--- config.mk ---
export PLATFORM = sky130hd
export DESIGN_NAME = hct138_decoder_flat
export DESIGN_NICKNAME = d
export VERILOG_FILES = /design/src/rtl/hct138_pkg.sv /design/src/rtl/hct138_decoder_if.sv /design/src/rtl/hct138_core.sv /design/src/rtl/hct138_decoder.sv /design/src/flat_wrapper.sv
export SDC_FILE = /design/constraint.sdc
export NUM_CORES = 1
export LEC_CHECK = 0
export ABC_AREA = 1
export CORE_AREA = 2 2 39 41
export CTS_CLUSTER_SIZE = 40
export DETAILED_ROUTE_END_ITERATION = 6
export DIE_AREA = 0 0 41 43
export PLACE_DENSITY_LB_ADDON = 0.25
export SLEW_MARGIN = 5
export SYNTH_ARGS = -nofsm -noshare
export SYNTH_HDL_FRONTEND = slang
export SYNTH_HIERARCHICAL = 1
export SYNTH_SLANG_ARGS = --single-unit
--- constraint.sdc ---
create_clock -name clk -period 0.8 [get_ports clk]
set_input_delay 0.16 -clock clk [delete_from_list [all_inputs] [get_ports clk]]
set_output_delay 0.16 -clock clk [all_outputs]
set_load 0.005 [all_outputs]
--- src/rtl/hct138_pkg.sv ---
// ----------------------------------------------------------------------------
// hct138_pkg
//   Shared constants for the registered 74HCT138-style 3-to-8 decoder.
//   SEL_W  : width of the {C,B,A} select code
//   N_OUT  : number of decoded outputs (Y0..Y7)
//   Y_IDLE : output vector with every active-low line inactive
// ----------------------------------------------------------------------------
package hct138_pkg;

    localparam int SEL_W = 3;
    localparam int N_OUT = 8;

    localparam logic [N_OUT-1:0] Y_IDLE = 8'hFF;

endpackage : hct138_pkg

--- src/rtl/hct138_decoder_if.sv ---
// ----------------------------------------------------------------------------
// hct138_decoder_if
//   Pin-level bundle of the decoder: three enables, three select bits and the
//   eight active-low decoded outputs.
//   master : drives G, G_2A, G_2B, A, B, C; observes Y0..Y7
//   slave  : the decoder side; consumes enables/selects, drives Y0..Y7
// ----------------------------------------------------------------------------
interface hct138_decoder_if;

    logic G;      // enable G1, active-high
    logic G_2A;   // enable G2A, active-low
    logic G_2B;   // enable G2B, active-low
    logic A;      // select bit 0 (LSB)
    logic B;      // select bit 1
    logic C;      // select bit 2 (MSB)
    logic Y0, Y1, Y2, Y3, Y4, Y5, Y6, Y7;  // decoded outputs, active-low

    modport master (
        output G, G_2A, G_2B, A, B, C,
        input  Y0, Y1, Y2, Y3, Y4, Y5, Y6, Y7
    );

    modport slave (
        input  G, G_2A, G_2B, A, B, C,
        output Y0, Y1, Y2, Y3, Y4, Y5, Y6, Y7
    );

endinterface : hct138_decoder_if

--- src/rtl/hct138_core.sv ---
// ----------------------------------------------------------------------------
// hct138_core
//   Combinational decode: drives the selected line low when enabled, all lines
//   high otherwise.
//   en_i   : combined enable (G & ~G_2A & ~G_2B)
//   sel_i  : select code {C,B,A}
//   y_n_o  : active-low one-cold output vector, bit k = Yk
// ----------------------------------------------------------------------------
module hct138_core
    import hct138_pkg::*;
(
    input  logic             en_i,
    input  logic [SEL_W-1:0] sel_i,
    output logic [N_OUT-1:0] y_n_o
);

    always_comb begin
        y_n_o = Y_IDLE;
        if (en_i) begin
            y_n_o[sel_i] = 1'b0;
        end
    end

endmodule : hct138_core

--- src/rtl/hct138_decoder.sv ---
// ----------------------------------------------------------------------------
// hct138_decoder
//   3-to-8 active-low decoder/demultiplexer modelled on the 74HCT138, with an
//   optional output register for use as a chip-select decoder in synchronous
//   logic.
//   REG_OUT : 1 = Y registered (one-cycle latency), 0 = combinational
//   clk     : rising-edge clock
//   rst     : synchronous active-high reset, forces all Y inactive (high)
//   bus     : enables G/G_2A/G_2B, selects A/B/C, outputs Y0..Y7
// ----------------------------------------------------------------------------
module hct138_decoder
    import hct138_pkg::*;
#(
    parameter bit REG_OUT = 1'b1
) (
    input  logic              clk,
    input  logic              rst,
    hct138_decoder_if.slave   bus
);

    logic             en;
    logic [SEL_W-1:0] sel;
    logic [N_OUT-1:0] y_d;
    logic [N_OUT-1:0] y;

    assign en  = bus.G & ~bus.G_2A & ~bus.G_2B;
    assign sel = {bus.C, bus.B, bus.A};

    hct138_core u_core (
        .en_i  (en),
        .sel_i (sel),
        .y_n_o (y_d)
    );

    generate
        if (REG_OUT) begin : g_reg
            logic [N_OUT-1:0] y_q;

            // Whole vector is flopped together, so a select change never
            // exposes an intermediate two-low or all-high pattern.
            always_ff @(posedge clk) begin
                if (rst) begin
                    y_q <= Y_IDLE;
                end else begin
                    y_q <= y_d;
                end
            end

            assign y = y_q;
        end else begin : g_comb
            assign y = y_d;
        end
    endgenerate

    assign bus.Y0 = y[0];
    assign bus.Y1 = y[1];
    assign bus.Y2 = y[2];
    assign bus.Y3 = y[3];
    assign bus.Y4 = y[4];
    assign bus.Y5 = y[5];
    assign bus.Y6 = y[6];
    assign bus.Y7 = y[7];

endmodule : hct138_decoder

--- src/flat_wrapper.sv ---
// flat-port wrapper written by rule: the top's interface ports become plain ports
module hct138_decoder_flat import hct138_pkg::*;
#(
    parameter bit REG_OUT = 1'b1
)
  (clk, rst, bus_G, bus_G_2A, bus_G_2B, bus_A, bus_B, bus_C, bus_Y0, bus_Y1, bus_Y2, bus_Y3, bus_Y4, bus_Y5, bus_Y6, bus_Y7);
  hct138_decoder_if bus_i ();
  input  logic clk;
  input  logic rst;
  input wire logic [$bits(bus_i.G)-1:0] bus_G;
  input wire logic [$bits(bus_i.G_2A)-1:0] bus_G_2A;
  input wire logic [$bits(bus_i.G_2B)-1:0] bus_G_2B;
  input wire logic [$bits(bus_i.A)-1:0] bus_A;
  input wire logic [$bits(bus_i.B)-1:0] bus_B;
  input wire logic [$bits(bus_i.C)-1:0] bus_C;
  output wire logic [$bits(bus_i.Y0)-1:0] bus_Y0;
  output wire logic [$bits(bus_i.Y1)-1:0] bus_Y1;
  output wire logic [$bits(bus_i.Y2)-1:0] bus_Y2;
  output wire logic [$bits(bus_i.Y3)-1:0] bus_Y3;
  output wire logic [$bits(bus_i.Y4)-1:0] bus_Y4;
  output wire logic [$bits(bus_i.Y5)-1:0] bus_Y5;
  output wire logic [$bits(bus_i.Y6)-1:0] bus_Y6;
  output wire logic [$bits(bus_i.Y7)-1:0] bus_Y7;
  assign bus_i.G = bus_G;
  assign bus_i.G_2A = bus_G_2A;
  assign bus_i.G_2B = bus_G_2B;
  assign bus_i.A = bus_A;
  assign bus_i.B = bus_B;
  assign bus_i.C = bus_C;
  assign bus_Y0 = bus_i.Y0;
  assign bus_Y1 = bus_i.Y1;
  assign bus_Y2 = bus_i.Y2;
  assign bus_Y3 = bus_i.Y3;
  assign bus_Y4 = bus_i.Y4;
  assign bus_Y5 = bus_i.Y5;
  assign bus_Y6 = bus_i.Y6;
  assign bus_Y7 = bus_i.Y7;
  hct138_decoder #(.REG_OUT(REG_OUT)) u_core (.clk(clk), .rst(rst), .bus(bus_i));
endmodule
==> results of run 1 <==
-- power groups by stage --
| stage | Sequential, W | Clock, W | Combinational [W] |
|---|---|---|---|
| floorplan | 0.000410 | 0 | 0.0000234 |
| global placement | 0.000410 | 0 | 0.0000757 |
| detailed placement | 0.000410 | 0 | 0.0000767 |
| CTS | 0.000402 | 0.000307 | 0.0000694 |
| global route | 0.000401 | 0.000330 | 0.0000755 |
| finish | 0.000402 | 0.000290 | 0.0000669 |
-- repair_timing --
item / in CTS / in global routing
endpoints found under the hold margin: 0 / 0
gates resized for setup: 47 / 1
hold buffers: 0 / 0
pin swaps: 5 / 1
setup endpoints to repair: 16 / 12
-- cell type report --
type,instances,area [um2]
tap,16,20.0
fill,167,923
sequential,8,160
inverter,6,30.0
multi-input combinational,24,123
clock buffer,3,22.5
timing repair buffer,15,105
-- path summary, 6_finish.rpt --
path                           startpoint                  end
worst max-delay path  u_core/g_reg.y_q[2]               bus_Y2
worst min-delay path                  rst  u_core/g_reg.y_q[3]
-- placed cells by master, fill, tap and decap left out, drive strengths merged --
cell and count:
nand2 11, dlymetal6s2s 1, clkbuf 3, dfxtp 8, or2 8, clkdlybuf4s15 1, inv 6, buf 10
dlygate4sd2 3, nor2 5
-- routing by layer --
layer / up-vias / track usage [%] / routed length (um)
met1: 102 / 8.33 / 201
met3: 2 / 3.14 / 58
li1: 145 / - / -
met4: 0 / 10.0 / 12
met5: - / 0 / 0
met2: 13 / 7.19 / 218
-- cell families (layout without fill, tap and decap cells) --
group,Yosys count,count (layout),share of synthesized area [%]
buffers and inverters,6,24,7.63
DFF,8,8,54.2
and+or+nand+nor,24,24,38.1
-- per-stage QoR --
step                setup slack, ns  instance area (um2)  utilization [%]
floorplan                   -0.0408                  308                -
global placement             -0.628                  478             34.5
detailed placement           -0.667                  478             34.5
CTS                         -0.0241                  458             33.1
global route                -0.0473                  460             33.3
finish                      -0.0102                  460             33.3
==> summary.txt, run 1 <==
Outcome
  – Status: complete, but fails checks
  – Violated checks: setup timing

STA
  – Tcrit/Tclk final: 101%
  – Final hold vios: 0
  – Final setup fails: 8
  – Crit path time final: a little over 0.8 ns
  – Hold_ws: 0.251 ns
  – RSZ-0062 raised after global routing: yes
  – F_max: 1.23 GHz
  – Total negative slack: -0.0460 ns
  – Actual slew at the worst max-slew pin: 0.199 ns
  – Max Slew Vio Count: 0
  – Setup ws final: -0.0102 ns
  – Slew headroom: just under 90%

Floorplanning
  – Die Span X: 41 um
  – Die area: 1760 um2
  – Die Y: 43 um
  – Initial Utilization: 21.3%
  – Core Region: 1380 um2
  – IO Count: 16
  – Rows: 14

Power
  – Sequential share of power: 53.0%
  – Sw frac: 20.2%
  – Overall power: 0.000759 W
  – Combinational power share: 8.8%
  – Leak Pwr: 0.197 nW
  – Sw Pwr: 0.000154 W
  – P_int: 0.000606 W
  – Max IR drop VDD: 392 uV
  – Clock Power Share: between 30% and 40%
  – Pwr Density: 1650 nW/um2

Worst setup path
  – Max incr delay on CP: 0.29 ns
  – Worst path top cell family by delay: flip-flops
  – Buf+Inv Stages, Crit Path: 1
  – WS Path Type: reg2out
  – Worst-path fanout max: 1
  – Crit-path cells: buf_2
  – Critical Path AT: 0.65 ns
  – Setup crit end kind: output port
  – Crit path max-delay cell type: dfxtp_1
  – Crit path depth: 1
  – Critical Path RT: 0.64 ns
  – Nature of the critical path startpoint: flop

Finish
  – Max reg flops: 8
  – Layout Cells excl Fill: 72
  – Largest register by flop count: u_core/g_reg.y_q
  – Layout area overhead: 55.9%
  – Largest registers: u_core/g_reg.y_q (8)
  – Share of layout cells above drive strength 1: approximately a third
  – Antenna diode count: 0
  – Fin nets: 66

Synthesis
  – Synth Net Count: 46
  – Cell taking the most area after synthesis: dfxtp_1
  – Sequential share of the synthesized area: 54.2%
  – Post-synth top flop: dfxtp_1
  – Mapped Cells: 38
  – Leading cell types by count after synthesis: nand2_1 (11), dfxtp_1 (8), or2_1 (8)
  – Most common cell in the synthesized netlist: nand2_1
  – EDFF count, synth: 0
  – Post-synth cell types: 7
  – Ys async rst share: 0%
  – Avg Cell Area, Syn: ~7.8 um2
  – Synth Warn #: 6
  – Synth top area cells: dfxtp_1 (54%), or2_1 (17%), nand2_1 (14%)
  – Area share of the leading cell type in the synthesized netlist: between 50 and 60%
  – #FFs+latches synth: 8
  – Post-Syn Area: 295 um2

Detailed routing
  – Post-detailed-route wirelength per cell: 6.81 um
  – DRT iter0 DRCs: 1
  – Routed vias: 262
  – Drt pass-1 iters: 2
  – Vias per inst: between 3 and 4
  – DR DRC count: 0
  – Routed Antenna Nets: 0
  – Drt total wl: 490 um

Job
  – Max-Cap Viols: 0

Clock network
  – Clock transition at the registers of the reported paths: 0.05 ns
  – Root buffer cell: clkbuf_4
  – Clock Path Buffers: 2
  – Post CTS Setup Buffer Count: 0
  – # H-tree levels: 1
  – CTS sink cnt: 8
  – Num CTS Buffers: 3
  – CTS tree: yes

GRT
  – Tot GR Track Use: 7.02%
  – First-pass GRT wire length: ~750 um
  – Initial antenna violation count: 0
  – Vias in the first global route: around 190
  – Largest net degree at the start of global routing: 9
  – Grt ovf: 0

Hold path
  – Hold WC Path Type: in2reg
  – Hold Path Depth: 2

Placement
  – Port Buffers: 15
  – Placed Cells: 69
  – GP Congestion: roughly 0.71
  – DP HPWL: about 390 um
Power figures use the tool's default switching activity.
==> run 2, diff against run 1 <==
- SLEW_MARGIN: 5 -> not set
==> results of run 2 <==
The final DEF is identical to that of run 1; final timing and power are the same.
==> run 3, diff against run 2 <==
- CTS_BUF_LIST: not set -> sky130_fd_sc_hd__clkbuf_2
==> run 3 against run 2 <==
  * The run now ends clean
  * Flip-flop and latch count unchanged
  * Routed wire length increased by 2.2%
  * Critical path depth unchanged
  * Total power decreased by 9.0%
  * Sequential power about the same
  * Final area decreased by 0.82%
  * Utilization decreased by 0.27 points
  * Combinational power increased by 3.4%
  * Final cell count unchanged
  * Highest routed layer unchanged
==> summary.txt, run 3 (same netlist as run 1, synthesis figures left out) <==
Finish
  – Finished Core Util: 33.0% (-0.27 points)
  – Largest registers: u_core/g_reg.y_q (8)
  – Commonest non-fill, non-tap cell in the layout: nand2_1
  – Fin nets: 66 (unchanged)
  – Antenna diode count: 0 (unchanged)
  – Max reg flops: 8 (unchanged)
  – Largest register by flop count: u_core/g_reg.y_q
  – Final instance area: 457 um2 (-0.82%)
  – Most frequent cells in the layout: nand2_1 (10), buf_2 (9), or2_1 (8), dfxtp_1 (8)
  – Share of layout cells above drive strength 1: 35.7% (+1.8 points)
  – Layout area overhead: 54.7%
  – Layout Cells excl Fill: 72 (unchanged)

GRT
  – Vias in the first global route: 195 (+0.52%)
  – Tot GR Track Use: 6.82% (-0.20 points)
  – Largest net degree at the start of global routing: 9 (unchanged)
  – First-pass GRT wire length: 752 um (unchanged)
  – Met2 usage: 7.19% (unchanged)
  – Met1 Track Usage GR: 8.65% (+0.32 points)
  – Met3 GRT Util: 1.57% (-1.6 points)
  – Gr busiest metal: met4
  – Grt ovf: 0 (unchanged)
  – Initial antenna violation count: 0 (unchanged)

Hold path
  – Hold WC Path Type: in2reg
  – Hold Path Depth: 2 (unchanged)

Worst setup path
  – Crit path depth: 1 (unchanged)
  – Crit-path cells: buf_2
  – Buf+Inv Stages, Crit Path: 1 (unchanged)
  – Nature of the critical path startpoint: flop
  – Crit path max-delay cell type: dfxtp_1
  – Critical Path AT: 0.63 ns (-0.02 ns)
  – Setup crit end kind: output port
  – WS Path Type: reg2out
  – Critical Path RT: 0.64 ns (about the same)
  – Max incr delay on CP: 0.30 ns (about the same)
  – Worst-path fanout max: 1 (unchanged)
  – Worst path top cell family by delay: flip-flops

Clock network
  – Num CTS Buffers: 3 (unchanged)
  – CTS tree: yes
  – Hold Buf Count CTS: 0 (unchanged)
  – # H-tree levels: 1 (unchanged)
  – Post CTS Setup Buffer Count: 0 (unchanged)
  – CTS sink cnt: 8 (unchanged)
  – Root buffer cell: clkbuf_2
  – Clock Path Buffers: 2 (unchanged)
  – Clock transition at the registers of the reported paths: 0.07 ns (+0.02 ns)

STA
  – F_max: 1.26 GHz (+2.3%)
  – Final hold vios: 0 (unchanged)
  – RSZ-0062 raised after global routing: yes
  – Slew headroom: 86.5% (-0.25 points)
  – Crit path time final: 0.792 ns (-0.0186 ns)
  – Final setup fails: 0 (-8)
  – Actual slew at the worst max-slew pin: 0.203 ns (+0.00371 ns)
  – Total negative slack: 0 ns (+0.0460 ns)
  – Tcrit/Tclk final: 98.9% (-2.3 points)
  – Max Slew Vio Count: 0 (unchanged)
  – Hold_ws: 0.278 ns (+0.0265 ns)

Power
  – Clock Power Share: 32.0% (-6.2 points)
  – Max IR drop VDD: 361 uV (-7.9%)
  – Sw Pwr: 0.000154 W (+0.42%)
  – P_int: 0.000537 W (-11%)
  – Sw frac: 22.3% (+2.1 points)
  – Sequential share of power: 58.0% (+5.0 points)
  – Pwr Density: 1510 nW/um2 (-8.2%)
  – Leak Pwr: 0.195 nW (-0.75%)
  – Combinational power share: 10.0% (+1.2 points)

Floorplanning
  – IO Count: 16 (unchanged)
  – Die Span X: 41 um (unchanged)
  – Rows: 14 (unchanged)
  – Core Region: 1380 um2 (unchanged)
  – Die Y: 43 um (unchanged)
  – Die area: 1760 um2 (unchanged)
  – Initial Utilization: 21.3% (unchanged)

Detailed routing
  – Vias per inst: 3.64 (unchanged)
  – Routed Antenna Nets: 0 (unchanged)
  – Drt total wl: 501 um (+2.2%)
  – Drt pass-1 iters: 2 (unchanged)
  – DRT iter0 DRCs: 3 (+2)
  – Post-detailed-route wirelength per cell: 6.96 um (+2.2%)
  – DR DRC count: 0 (unchanged)
  – Routed vias: 262 (unchanged)

Outcome
  – Status: finished, final reports clean

Placement
  – Placed inst area: 478 um2 (unchanged)
  – Port Buffers: 15 (unchanged)
  – DP HPWL: 389 um (unchanged)
  – Placed Cells: 69 (unchanged)
  – GP Congestion: 0.715 (unchanged)

Job
  – Max-Cap Viols: 0 (unchanged)
-- run 3: worst paths after layout --
kind | start | end | slack (ns)
min | rst | u_core/g_reg.y_q[2] | 0.28
max | u_core/g_reg.y_q[4] | bus_Y4 | 0.008
-- run 3: layer usage --
metal  wire length (um)  vias to the layer above
met5                  0                        -
met4                 12                        0
met3                 58                        2
met2                230                       13
met1                200                      103
li1                   -                      144
-- run 3: per-stage QoR --
step           setup WS (ns)  total power (W)
6_report             0.00844         0.000691
4_1_cts              -0.0132         0.000707
3_5_place_dp          -0.667         0.000487
3_3_place_gp          -0.628         0.000486
2_1_floorplan        -0.0408         0.000434
5_1_grt              -0.0451         0.000735
-- run 3: area by class of cell --
cell class,count,area (um2)
multi-input cells,24,125
repair buffers,15,106
flip-flops and latches,8,160
fillers,169,927
inverters,6,30.0
clock buffers,3,15.0
well taps,16,20.0
-- run 3: repair_timing --
| action | CTS | global route |
|---|---|---|
| resized for setup | 47 | 3 |
| endpoints found under the setup margin | 16 | 15 |
| pin swaps | 5 | 4 |
-- run 3: power by group through the flow --
stage / clock network, W / logic, W / registers, W
final: 0.000221 / 0.0000692 / 0.000401
after global routing: 0.000257 / 0.0000773 / 0.000401
after CTS: 0.000237 / 0.0000693 / 0.000401
after detailed placement: 0 / 0.0000767 / 0.000410
after global placement: 0 / 0.0000757 / 0.000410
after floorplan: 0 / 0.0000234 / 0.000410
==> patch 1: new RTL, settings of run 3 <==
Change the package constant `N_OUT` from 8 to 9.
--- a/src/rtl/hct138_pkg.sv
+++ b/src/rtl/hct138_pkg.sv
@@ -9,5 +9,5 @@
 
     localparam int SEL_W = 3;
-    localparam int N_OUT = 8;
+    localparam int N_OUT = 9;
 
     localparam logic [N_OUT-1:0] Y_IDLE = 8'hFF;
Check against the original RTL: equivalent (equiv_simple and equiv_induct, registers matched by name and starting in step).
==> patch 1 against run 3 <==
  * Power did not move
  * Maximum frequency unchanged
  * Final area unchanged
  * Count of clock-buffer cells in the layout did not move
  * Setup slack unchanged
  * Core utilization is the same
  * Die area did not move
  * Wire length is the same
  * Sequential cell count did not move
  * Sequential power about the same
  * Critical path type unchanged
  * Via count unchanged
  * Area after synthesis is the same
==> patch 1: results (changes against run 3) <==
- Outcome: finished, final reports clean (unchanged)
- Nets: 66 (unchanged)
- Ant. Diodes: 0 (unchanged)
- Largest delay share family, worst path: flip-flops (unchanged)
- Initial drt markers: 3 (unchanged)
- Layout cell share with drive strength beyond 1: 35.7% (unchanged)
- Crit-path slowest cell: dfxtp_1 (unchanged)
- HPWL after DPL: 389 µm (unchanged)
- Slowest Stage Delay on Critical Path: 0.30 ns (about the same)
- Root buf cell: clkbuf_2 (unchanged)
- Warnings, synthesis: 6 (unchanged)
- Port bufs: 15 (unchanged)
- Hold Path Class: in2reg (unchanged)
- Lkg Pwr: 0.195 nW (unchanged)
- Per-cell routed wire length: 6.96 µm (unchanged)
- Max_slew headroom: 86.5% (unchanged)
- Switching portion of total power: 22.3% (unchanged)
- Antenna violations before repair: 0 (unchanged)
- Clk buf depth: 2 (unchanged)
- # Post-CTS Setup Buffers: 0 (unchanged)
- Global-route wire length before repair: 752 µm (unchanged)
- DR pass1 iterations: 2 (unchanged)
- Crit path DAT: 0.63 ns (about the same)
- Gr usage total: 6.82% (unchanged)
- Pin count of the biggest net entering global routing: 9 (unchanged)
- Max rail drop VDD: 0.361 mV (unchanged)
- Routed vias/inst: 3.64 (unchanged)
- Worst Path Max Fanout: 1 (unchanged)
- Inserted Clock Buffers: 3 (unchanged)
- Syn_nets: 46 (unchanged)
- H-Tree Level Count: 1 (unchanged)
- CTS clk-pin slew, worst paths: 0.07 ns (about the same)
- Largest regs: u_core/g_reg.y_q x8 (unchanged)
- GPL Wtd Cong: 0.715 (unchanged)
- Vias in the first global route: 195 (unchanged)
==> patch 1: power groups by stage <==
stage,Sequential (mW),Clock (mW),Combinational [mW]
CTS,0.401,0.237,0.0693
global placement,0.410,0,0.0757
finish,0.401,0.221,0.0692
global route,0.401,0.257,0.0773
floorplan,0.410,0,0.0234
detailed placement,0.410,0,0.0767
==> patch 1: final timing paths <==
path	slack [ns]	from	cells after the start	endpoint
worst max-delay path	0.008	u_core/g_reg.y_q[4]$_SDFF_PP1_	1	bus_Y4
worst min-delay path	0.28	rst	2	u_core/g_reg.y_q[2]$_SDFF_PP1_
==> patch 1: cell type report <==
cell class	count	area, µm²
Fill cell	169	927
Sequential cell	8	160
Multi-Input combinational cell	24	125
Timing Repair Buffer	15	106
Inverter	6	30.0
Tap cell	16	20.0
Clock buffer	3	15.0
==> patch 1: stage by stage <==
step,cells,worst slack (ns),area [µm²]
4_1_cts,72,-0.0132,450
5_1_grt,72,-0.0451,457
3_5_place_dp,69,-0.667,478
2_1_floorplan,38,-0.0408,308
6_report,72,0.00844,457
3_3_place_gp,69,-0.628,478
==> patch 1: layer usage <==
metal	part of all wire (%)	global-route usage, %	vias to the layer above	wire, µm
li1	-	-	144	-
met1	40	8.65	103	200
met2	46	7.19	13	230
met3	12	1.57	2	58
met4	2.4	10.0	0	12
met5	0	0	-	0
==> patch 1: timing repair <==
action | 4_1_cts | 5_1_grt
pin swaps | 5 | 4
gates resized for setup | 47 | 3
endpoints found under the setup margin | 16 | 15
==> patch 2: new RTL, settings of run 3 <==
Without the edit above. Reset style: asynchronous (`rst`), changed in one clocked block. Comments in the files are not updated.
--- a/src/rtl/hct138_decoder.sv
+++ b/src/rtl/hct138_decoder.sv
@@ -39,5 +39,5 @@
             // Whole vector is flopped together, so a select change never
             // exposes an intermediate two-low or all-high pattern.
-            always_ff @(posedge clk) begin
+            always_ff @(posedge clk or posedge rst) begin
                 if (rst) begin
                     y_q <= Y_IDLE;
Function: differs if rst is asserted again (counterexample within 4 cycles, from zero or initial values and one cycle with rst high); with rst held inactive, the same outputs for 10 cycles.
==> patch 2 against run 3 <==
  * The flow now finishes with violations (negative setup slack)
  * Sequential cell count stayed put
  * Final cell count is 9.7% lower
  * Wire length fell by 6.2%
  * Area after synthesis increased by 2.1%
  * Largest cell class unchanged
  * Maximum frequency down 20%
  * Non-clock buffer count unchanged
  * Critical path depth did not move
  * Power increased by 2.2%
  * Core utilization up 2.0 points
  * Worst hold slack lost 0.034 ns
  * Setup slack got worse by 0.20 ns
  * Final area is 6.0% higher
  * Sequential share of layout area increased by 8.3 points
==> patch 2: results (changes against run 3) <==
- Crit-path slowest cell: dfstp_2 (was dfxtp_1)
- TNS Setup: -1.51 ns (was 0 ns)
- DR vias: 236 (was 262)
- Vias in the first global route: 225 (was 195)
- Hold Path Class: in2reg (unchanged)
- Outcome: finished, violations left (was finished, final reports clean)
- Switching portion of total power: 21.7% (was 22.3%)
- Met3 Resource Use GR: 0% (was 1.57%)
- Fin worst setup slack: -0.193 ns (was 0.00844 ns)
- Hold Crit Start: bus_B (was rst)
- DR pass1 iterations: 3 (was 2)
- Largest delay share family, worst path: flip-flops (unchanged)
- Violated checks: negative setup slack
- Crit path DAT: 0.83 ns (was 0.63 ns)
- Met2 wire length: 248 µm (was 230 µm)
- Synth top cells by count: nand2_1 (11), dfstp_2 (8), inv_1 (6) (was nand2_1 (11), dfxtp_1 (8), or2_1 (8))
- Register area share after synthesis: 69.7% (was 54.2%)
- Largest family of logic cells by synthesized area: simple AND/OR/NAND/NOR gates (unchanged)
- Global-route wire length before repair: 793 µm (was 752 µm)
- Synth cell types: 6 (was 7)
- Max rail drop VDD: 0.448 mV (was 0.361 mV)
- Worst Hold Slack: 0.244 ns (was 0.278 ns)
- Root buf cell: clkbuf_2 (unchanged)
- Finish-stage setup viols: 8 (was 0)
- Slowest Stage Delay on Critical Path: 0.53 ns (was 0.30 ns)
- Metal1 wirelength: 173 µm (was 200 µm)
- Crit path to: bus_Y0 (was bus_Y4)
- Dpl cells: 62 (was 69)
- M1 GR Usage: 8.33% (was 8.65%)
- Ys async rst share: 100% (was 0%)
- WHS Path Cells: 3 (was 2)
- Initial drt markers: 2 (was 3)
- Final wirelength: 470 µm (was 501 µm)
- Per-cell routed wire length: 7.23 µm (was 6.96 µm)
- Hold path endpoint: u_core/g_reg.y_q[5]$_DFF_PP1_ (was u_core/g_reg.y_q[2]$_SDFF_PP1_)
- Met2 Use GR: 9.38% (was 7.19%)
- Max Used Layer: met3 (was met4)
- Nets: 59 (was 66)
- Warnings, synthesis: 6 (unchanged)
- Layout cell share with drive strength beyond 1: 49.0% (was 35.7%)
- Post-Syn Instances: 31 (was 38)
- Largest regs: u_core/g_reg.y_q x8 (unchanged)
- Syn_nets: 39 (was 46)
- DR WL met3: 48 µm (was 58 µm)
- Ant. Diodes: 0 (unchanged)
- Area contributors post-synth: dfstp_2 (70%), nand2_1 (14%), inv_1 (7.5%) (was dfxtp_1 (54%), or2_1 (17%), nand2_1 (14%))
- Max_slew headroom: 82.6% (was 86.5%)
- Worst Path Max Fanout: 1 (unchanged)
- Gr usage total: 7.11% (was 6.82%)
- Lkg Pwr: 0.242 nW (was 0.195 nW)
- Antenna violations before repair: 0 (unchanged)
- Clk buf depth: 2 (unchanged)
- CP startpoint: u_core/g_reg.y_q[0]$_DFF_PP1_ (was u_core/g_reg.y_q[4]$_SDFF_PP1_)
- GPL Wtd Cong: 0.745 (was 0.715)
## patch 2: power by group through the flow
stage	Combinational (mW)	Clock [mW]	Sequential, mW
6_report	0.0717	0.220	0.414
2_1_floorplan	0.0252	0	0.421
3_5_place_dp	0.0757	0	0.420
3_3_place_gp	0.0759	0	0.420
4_1_cts	0.0691	0.232	0.414
5_1_grt	0.0825	0.252	0.414
## patch 2: area by class of cell
type                       instances  area [µm²]
fill                             163         900
sequential                         8         210
timing repair buffer              15         140
multi-input combinational         16        72.6
inverter                           7        26.3
tap                               16        20.0
clock buffer                       3        15.0
## patch 2: metrics by stage
stage               cell area (µm²)  setup slack (ns)
floorplan                       302             0.139
global placement                472            -0.341
detailed placement              472            -0.344
CTS                             444            -0.212
global route                    484            -0.232
finish                          484            -0.193
## patch 2: what timing repair did
action	in CTS	in global routing
pin swaps	4	2
resized for setup	34	10
endpoints found under the setup margin	12	14
setup buffers	0	0
